===== src/rtl/uart_cat_controller_pkg.sv =====
`default_nettype none
// ============================================================================
// Module   : cat_ctrl_pkg
// Function : Shared FSM state encoding and reply/command byte codes.
// Revision : 1.0
// ============================================================================
package cat_ctrl_pkg;

  typedef enum logic [2:0] {
    IDLE    = 3'd0,
    POP     = 3'd1,
    DECODE  = 3'd2,
    SEND_HI = 3'd3,
    SEND_LO = 3'd4
  } state_t;

  localparam logic [7:0] c_ack            = 8'h06;
  localparam logic [7:0] c_nak            = 8'h15;
  localparam logic [7:0] c_def_upper_base = 8'h41;
  localparam logic [7:0] c_def_lower_base = 8'h61;
  localparam logic [7:0] c_def_clear_all  = 8'h60;
  localparam logic [7:0] c_def_query      = 8'h3F;

endpackage
`default_nettype wire


===== src/rtl/uart_cat_controller_if.sv =====
`default_nettype none
// ============================================================================
// Module   : uart_cat_controller_if
// Function : RX/TX FIFO handshake bundle between UART core and controller.
// Revision : 1.0
// ============================================================================
interface uart_cat_controller_if;

  logic       rx_empty;
  logic [7:0] rx_data;
  logic       rx_rd;
  logic       tx_full;
  logic [7:0] tx_data;
  logic       tx_wr;

  modport master (
    input  rx_empty, rx_data, tx_full,
    output rx_rd, tx_data, tx_wr
  );

  modport slave (
    output rx_empty, rx_data, tx_full,
    input  rx_rd, tx_data, tx_wr
  );

endinterface
`default_nettype wire


===== src/rtl/uart_cat_controller_nibble_to_hex.sv =====
`default_nettype none
// ============================================================================
// Module   : nibble_to_hex
// Function : 4-bit value to uppercase ASCII hex digit.
// Revision : 1.0
// ============================================================================
module nibble_to_hex (
  input  logic [3:0] i_nibble,
  output logic [7:0] o_hex
);

  // 'A' (8'h41) minus 10 is 8'h37
  assign o_hex = (i_nibble < 4'd10) ? (8'h30 + {4'h0, i_nibble})
                                    : (8'h37 + {4'h0, i_nibble});

endmodule
`default_nettype wire


===== src/rtl/uart_cat_controller.sv =====
`default_nettype none
// ============================================================================
// Module   : uart_cat_controller
// Function : Pops RX command bytes, updates the cat mask, replies via TX FIFO.
// Revision : 1.0
// ============================================================================
module uart_cat_controller
  import cat_ctrl_pkg::*;
#(
  parameter int         NUM_CATS   = 8,
  parameter logic [7:0] UPPER_BASE = c_def_upper_base,
  parameter logic [7:0] LOWER_BASE = c_def_lower_base,
  parameter logic [7:0] CLEAR_ALL  = c_def_clear_all,
  parameter logic [7:0] QUERY      = c_def_query,
  parameter bit         ACK_EN     = 1'b1
) (
  input  logic                  clk,
  input  logic                  reset_n,
  uart_cat_controller_if.master fifo,
  output logic [NUM_CATS-1:0]   cat_status,
  output logic [7:0]            err_count,
  output logic                  busy
);

  state_t              r_state, w_state_next;
  logic [NUM_CATS-1:0] r_cat_status, w_cat_status_next;
  logic [7:0]          r_err_count, w_err_count_next;
  logic [3:0]          r_snap_hi, w_snap_hi_next;
  logic [7:0]          r_reply, w_reply_next;

  logic [7:0] w_status_ext;
  logic [7:0] w_hex_hi;
  logic [7:0] w_hex_lo;
  logic [8:0] w_upper_off;
  logic [8:0] w_lower_off;
  logic       w_is_clear_all;
  logic       w_is_query;
  logic       w_in_upper;
  logic       w_in_lower;

  always_comb begin
    w_status_ext                 = '0;
    w_status_ext[NUM_CATS-1:0]   = r_cat_status;
  end

  // 9-bit offsets so a byte below the base cannot wrap into range
  assign w_upper_off    = {1'b0, fifo.rx_data} - {1'b0, UPPER_BASE};
  assign w_lower_off    = {1'b0, fifo.rx_data} - {1'b0, LOWER_BASE};
  assign w_is_clear_all = (fifo.rx_data == CLEAR_ALL);
  assign w_is_query     = (fifo.rx_data == QUERY);
  assign w_in_upper     = (fifo.rx_data >= UPPER_BASE) && (w_upper_off < 9'(NUM_CATS));
  assign w_in_lower     = (fifo.rx_data >= LOWER_BASE) && (w_lower_off < 9'(NUM_CATS));

  nibble_to_hex u_hex_hi (
    .i_nibble (r_snap_hi),
    .o_hex    (w_hex_hi)
  );

  nibble_to_hex u_hex_lo (
    .i_nibble (w_status_ext[3:0]),
    .o_hex    (w_hex_lo)
  );

  always_ff @(posedge clk or negedge reset_n) begin
    if (!reset_n) begin
      r_state      <= IDLE;
      r_cat_status <= '1;
      r_err_count  <= 8'h00;
      r_snap_hi    <= 4'h0;
      r_reply      <= 8'h00;
    end else begin
      r_state      <= w_state_next;
      r_cat_status <= w_cat_status_next;
      r_err_count  <= w_err_count_next;
      r_snap_hi    <= w_snap_hi_next;
      r_reply      <= w_reply_next;
    end
  end

  always_comb begin
    w_state_next      = r_state;
    w_cat_status_next = r_cat_status;
    w_err_count_next  = r_err_count;
    w_snap_hi_next    = r_snap_hi;
    w_reply_next      = r_reply;
    fifo.rx_rd        = 1'b0;
    fifo.tx_wr        = 1'b0;
    fifo.tx_data      = 8'h00;
    busy              = (r_state != IDLE);

    case (r_state)
      IDLE: begin
        if (!fifo.rx_empty) begin
          fifo.rx_rd   = 1'b1;
          w_state_next = POP;
        end
      end

      POP: w_state_next = DECODE;

      DECODE: begin
        // Priority: CLEAR_ALL > QUERY > upper range > lower range
        if (w_is_clear_all) begin
          w_cat_status_next = '1;
          w_reply_next      = c_ack;
          w_state_next      = ACK_EN ? SEND_LO : IDLE;
        end else if (w_is_query) begin
          w_snap_hi_next = w_status_ext[7:4];
          w_reply_next   = w_hex_lo;
          w_state_next   = SEND_HI;
        end else if (w_in_upper) begin
          for (int i = 0; i < NUM_CATS; i++) begin
            if (w_upper_off == 9'(i)) w_cat_status_next[i] = 1'b0;
          end
          w_reply_next = c_ack;
          w_state_next = ACK_EN ? SEND_LO : IDLE;
        end else if (w_in_lower) begin
          for (int i = 0; i < NUM_CATS; i++) begin
            if (w_lower_off == 9'(i)) w_cat_status_next[i] = 1'b1;
          end
          w_reply_next = c_ack;
          w_state_next = ACK_EN ? SEND_LO : IDLE;
        end else begin
          if (r_err_count != 8'hFF) w_err_count_next = r_err_count + 8'h01;
          w_reply_next = c_nak;
          w_state_next = SEND_LO;
        end
      end

      SEND_HI: begin
        fifo.tx_data = w_hex_hi;
        if (!fifo.tx_full) begin
          fifo.tx_wr   = 1'b1;
          w_state_next = SEND_LO;
        end
      end

      SEND_LO: begin
        fifo.tx_data = r_reply;
        if (!fifo.tx_full) begin
          fifo.tx_wr   = 1'b1;
          w_state_next = IDLE;
        end
      end

      default: w_state_next = IDLE;
    endcase
  end

  assign cat_status = r_cat_status;
  assign err_count  = r_err_count;

endmodule
`default_nettype wire


===== src/flat_wrapper.sv =====
// flat-port wrapper written by rule: the top's interface ports become plain ports
module uart_cat_controller_flat import cat_ctrl_pkg::*;
#(
  parameter int         NUM_CATS   = 8,
  parameter logic [7:0] UPPER_BASE = c_def_upper_base,
  parameter logic [7:0] LOWER_BASE = c_def_lower_base,
  parameter logic [7:0] CLEAR_ALL  = c_def_clear_all,
  parameter logic [7:0] QUERY      = c_def_query,
  parameter bit         ACK_EN     = 1'b1
)
  (clk, reset_n, cat_status, err_count, busy, fifo_rx_empty, fifo_rx_data, fifo_tx_full, fifo_rx_rd, fifo_tx_data, fifo_tx_wr);
  uart_cat_controller_if fifo_i ();
  input  logic clk;
  input  logic reset_n;
  output logic [NUM_CATS-1:0] cat_status;
  output logic [7:0] err_count;
  output logic busy;
  input wire logic [$bits(fifo_i.rx_empty)-1:0] fifo_rx_empty;
  input wire logic [$bits(fifo_i.rx_data)-1:0] fifo_rx_data;
  input wire logic [$bits(fifo_i.tx_full)-1:0] fifo_tx_full;
  output wire logic [$bits(fifo_i.rx_rd)-1:0] fifo_rx_rd;
  output wire logic [$bits(fifo_i.tx_data)-1:0] fifo_tx_data;
  output wire logic [$bits(fifo_i.tx_wr)-1:0] fifo_tx_wr;
  assign fifo_i.rx_empty = fifo_rx_empty;
  assign fifo_i.rx_data = fifo_rx_data;
  assign fifo_i.tx_full = fifo_tx_full;
  assign fifo_rx_rd = fifo_i.rx_rd;
  assign fifo_tx_data = fifo_i.tx_data;
  assign fifo_tx_wr = fifo_i.tx_wr;
  uart_cat_controller #(.NUM_CATS(NUM_CATS), .UPPER_BASE(UPPER_BASE), .LOWER_BASE(LOWER_BASE), .CLEAR_ALL(CLEAR_ALL), .QUERY(QUERY), .ACK_EN(ACK_EN)) u_core (.clk(clk), .reset_n(reset_n), .fifo(fifo_i), .cat_status(cat_status), .err_count(err_count), .busy(busy));
endmodule

===== config.mk =====
export PLATFORM = sky130hd
export DESIGN_NAME = uart_cat_controller_flat
export DESIGN_NICKNAME = d
export VERILOG_FILES = /design/src/rtl/uart_cat_controller_pkg.sv /design/src/rtl/uart_cat_controller_if.sv /design/src/rtl/uart_cat_controller_nibble_to_hex.sv /design/src/rtl/uart_cat_controller.sv /design/src/flat_wrapper.sv
export SDC_FILE = /design/constraint.sdc
export NUM_CORES = 1
export LEC_CHECK = 0
export BUFFER_PORTS_ARGS = -buffer_cell sky130_fd_sc_hd__buf_2
export CELL_PAD_IN_SITES_DETAIL_PLACEMENT = 1
export CELL_PAD_IN_SITES_GLOBAL_PLACEMENT = 2
export CORE_MARGIN = 2
export CORE_UTILIZATION = 34
export CTS_BUF_LIST = sky130_fd_sc_hd__clkbuf_8
export DETAILED_ROUTE_END_ITERATION = 16
export GPL_TIMING_DRIVEN = 1
export MAX_ROUTING_LAYER = met4
export PLACE_DENSITY = 0.82
export SYNTH_ARGS = -nofsm -noshare
export SYNTH_HDL_FRONTEND = slang
export SYNTH_SLANG_ARGS = --single-unit
export TNS_END_PERCENT = 20

===== constraint.sdc =====
create_clock -name clk -period 2 [get_ports clk]
set_input_delay 0.5 -clock clk [delete_from_list [all_inputs] [get_ports clk]]
set_output_delay 0.5 -clock clk [all_outputs]
set_load 0.01 [all_outputs]

# == Yosys cells after proc, flatten, opt, wreduce, memory -nomap -nowiden ==
# Index checks and enable logic that the tools add are counted.
# W data, S select, Z words.
# word_totals
regBits,31
in_bits,12
out_inout_bits,27
wordCells,126
# classes
add_sub_neg,7
magnitude_cmp,6
n_eq_ne,33
mux,37
bitwise_logic,4
n_reduce_logical,27
# ops
op,count
$eq A9 B3 Y1 const B,8
$mux W8,7
$reduce_and A5 Y1,8
$eq A9 B2 Y1 const B,4
$reduce_bool A3 Y1,10
$add A6 B4 Y7 const A,4
$ne A3 B2 Y1 const B,8
$mux W1,20
$eq A9 B1 Y1 const B,2
$logic_not A9 Y1,2
$lt A9 B4 Y1 const B,2
$sub A8 B7 Y9 const B,2
$ge A8 B7 Y1 const B,2
$pmux W8 S2,1
$mux W3,5
$pmux W3 S5,1
$mux W7,2
$add A8 B1 Y8 const B,1
$eq A8 B6 Y1 const B,1
$eq A8 B7 Y1 const B,1
$lt A4 B4 Y1 const B,2
$ne A8 B8 Y1 const B,1
$eq A3 B2 Y1 const B,2
$ne A2 B2 Y1 const B,3
10 further kinds,15

# == Depth between registers and ports, before layout ==
# depth
ltp_word,7
mapped_depth,7

# == Modules after synthesis ==
# From an unflattened synthesis, not the netlist that was laid out.
# unflattened
cells_unflattened,199
hier_area_um2,1904.3
# modules_own_cells
mod,n_inst,cells_each,area_per_inst_um2,seq_area_each_um2
uart_cat_controller,1,167,1694.1,785.8
nibble_to_hex,2,16,105.1,0.0

# == Least setup slack after synthesis ==
# Ideal clock, no wire load.
# synth_path
kind,reg2out
from,reg u_core.r_state[1]
to,out fifo_tx_wr
arrival_time_ps,1401
t_required_ps,1500
slack_ps,99
stages_incl_launch_ff,5
path_buffers,1
path_cell_list,dfrtp_1 buf_2 nor3b_1 inv_1 a21oi_1
# synth_via
elab_chain_cells,3
elab_cells_between_ends,4
# synth_rtl
element,line_no,rtl
from (decl),uart_cat_controller.sv:25,"state_t r_state, w_state_next;"
from (signal assigned),uart_cat_controller.sv:72,r_state <= w_state_next;
$eq A3 B2 Y1 / $eq A3 B3 Y1 (equally long branches),uart_cat_controller.sv:91,case (r_state)
$reduce_or A2 Y1 (no source line) *,-,
$mux W1 *,-,
to (decl),flat_wrapper.sv:23,output wire logic [$bits(fifo_i.tx_wr)-1:0] fifo_tx_wr;
# Every way passes the cells marked *; elsewhere a longest branch is shown, timed or not.

# == Worst setup path in the final report ==
# layout_path
from,reg u_core.r_state[2]
to,out fifo_tx_wr
# The elaborated chain is that of the path after synthesis.

==> impl_metrics.json <==
{
  "status": "completed",
  "syn_nets": 203,
  "maxSlewHeadroom_pct": 54.63,
  "cap_violations": 0,
  "synth.area.top_cells": "dfrtp_1 (31%), dfstp_2 (12%), o21ai_0 (5.3%)",
  "clockRootBuffer": "clkbuf_8",
  "cts_buffers": 5,
  "crit_type": "reg2out",
  "cp.arrival_ps": 1490,
  "grt_max_degree": 31,
  "drtIter0Drc": 52,
  "async_reset_ff_share_pct": 100.0,
  "vias": 1614,
  "path_clk_slew_ps": 70,
  "vias_per_cell": 5.140,
  "p_per_area_nw_per_um2": 1097,
  "clock_latency_ps": 280,
  "min_path_type": "in2async",
  "fmax_mhz": 501.5,
  "ys.flop_type": "dfrtp_1",
  "hold_viol": 0,
  "synth_common_cells": "dfrtp_1 (22), nand2_1 (19), o21ai_0 (19)",
  "reg2reg_slack_ps": 90,
  "peakVddDrop_mv": 0.4862,
  "wl_per_cell_um": 15.15,
  "avgSynthCellArea_um2": 9.504,
  "rsz0062_at_grt": "true",
  "nets": 258,
  "crit_fanout": 7,
  "fin_crit_sh_pct": 99.71,
  "worstPathRequired_ps": 1500,
  "dpl.cell_count": 301,
  "start_util_pct": 35.21,
  "fill_cells": 627,
  "core_um2": 5075,
  "drv_slew": 0,
  "netlist_instances": 188,
  "die_area_um2": 5851,
  "antenna_cells": 0,
  "multi_input_area_um2": 959.7,
  "firstDrtPassIters": 4,
  "synth_edf_count": 0,
  "dp_hpwl_um": 3632,
  "skew_ps": 7.910,
  "yosysWarningCount": 0,
  "power_mw": 2.511,
  "layout.area.seq_um2": 762.0,
  "antenna_found_initial": 0,
  "layout_min_cycle_time_ps": 1994,
  "cts_max_level": 2,
  "grt_overflow": 0,
  "yosysMostFrequentCell": "dfrtp_1",
  "drive_gt1_share_pct": 38.93,
  "netlist_area_um2": 1787,
  "cts.path.max_buffers": 2,
  "num_rows": 26,
  "drc": 0,
  "postCtsHoldBufs": 0,
  "area_delta_synth_final_pct": 28.08,
  "grt_pass1_vias": 1709,
  "synth.yosys.seq_area_share_pct": 42.58,
  "clock-sinks": 30,
  "final_cell_count_no_fill": 314,
  "final_core_util_pct": 45.09,
  "io_pins": 39,
  "yosys_register_bits": 30,
  "die_y_um": 76.49,
  "endpoint_kind": "output port",
  "grt_pass1_wl_um": 8293,
  "synth_area_leader_cell": "dfrtp_1",
  "gp_congestion": 0.8452,
  "ant_nets": 0,
  "final_area_um2": 2288,
  "synth_top_area_share_pct": 30.81,
  "ys_types": 54,
  "track_usage_pct": 18.39,
  "p_leak_nw": 0.9971,
  "start_kind": "flip-flop",
  "postPlaceCellArea_um2": 2120,
  "dieWidth_um": 76.49,
  "io_buffers": 37,
  "routed_wl_um": 4756,
  "cts_tree": "built",
  "setup_violations": 0,
  "tightestPinTransition_ps": 680.5
}
## sequential cells by signal, summed over array words and instances (netlist names)
name and count:
u_core.r_state 3, u_core.r_snap_hi 4, u_core.r_reply 7, u_core.cat_status 8, u_core.err_count 8
## layout by cell type (no fill, tap or decap), drive strengths merged, types with 6 or more instances in the layout
master and count:
a21oi 9, buf 57, dfrtp 22, dfstp 8, inv 10, nand2 19
nor2 9, nor4 6, o21ai 22, o31ai 6, xor2 7
## logic make-up (layout without fill, tap and decap cells)
group,Yosys count,after routing,share of synthesized area [%]
flops,30,30,42.58
compound gates,55,55,20.87
buf+inv,19,75,5.042
fa+ha+maj,3,3,2.101
other cells,1,1,0.2099
simple gates,67,67,22.41
xor+xnor,10,10,4.902
mux,3,3,1.891
## worst max-delay path, stage by stage (launching register included)
cell and delay, ps:
dfrtp_1 420, nand3b_1 330, buf_4 230, a21oi_2 100, buf_2 140
## report_power, final
part	switching (mW)	internal (mW)	total (mW)
logic	0.525	0.440	0.966
registers	0.169	0.777	0.946
clock network	0.234	0.366	0.600
total	0.928	1.58	2.51
## path summary, 6_finish.rpt
check                                  start              endpoint  depth (start not counted)
max                        u_core.r_state[2]            fifo_tx_wr                          4
min                                  reset_n   u_core.r_snap_hi[2]                          1
max reg2reg                u_core.r_state[2]  u_core.cat_status[3]                          5
min reg2reg                u_core.r_reply[0]     u_core.r_reply[0]                          1
max in group asynchronous            reset_n     u_core.r_state[1]                          1
min in group clk           u_core.r_reply[0]     u_core.r_reply[0]                          1
## cell type report
class,count,share of cell area (%)
repair buffers,57,14.54
flip-flops and latches,30,33.30
inverters,10,1.640
well taps,70,3.827
multi-input cells,139,41.94
clock buffers,5,3.007
clock inverters,3,1.750
## per-stage QoR
| step | worst slack [ps] | hold WS [ps] | TNS, ps |
|---|---|---|---|
| detailed placement | 50.70 | 470.5 | 0 |
| global placement | 92.38 | 465.1 | 0 |
| floorplan | 98.57 | 204.4 | 0 |
| finish | 5.895 | 248.6 | 0 |
| CTS | -13.36 | 270.1 | -24.79 |
| global route | -105.1 | 291.0 | -544.4 |
## per-layer routing
metal | up-vias | wire (µm) | track usage (%)
met4 | 0 | 136 | 8.182
met5 | - | 0 | -
met3 | 11 | 161 | 3.081
met2 | 37 | 2271 | 28.14
li1 | 798 | - | -
met1 | 768 | 2186 | 24.04
## what timing repair did
| action | 4_1_cts | 5_1_grt |
|---|---|---|
| setup endpoints to repair | 8 | 11 |
| resized for setup | 2 | 10 |
| buffers inserted | 4 | 1 |
| cloned | 1 | 0 |
| pin swaps | 2 | 3 |
(Power assumes the default switching activity.)
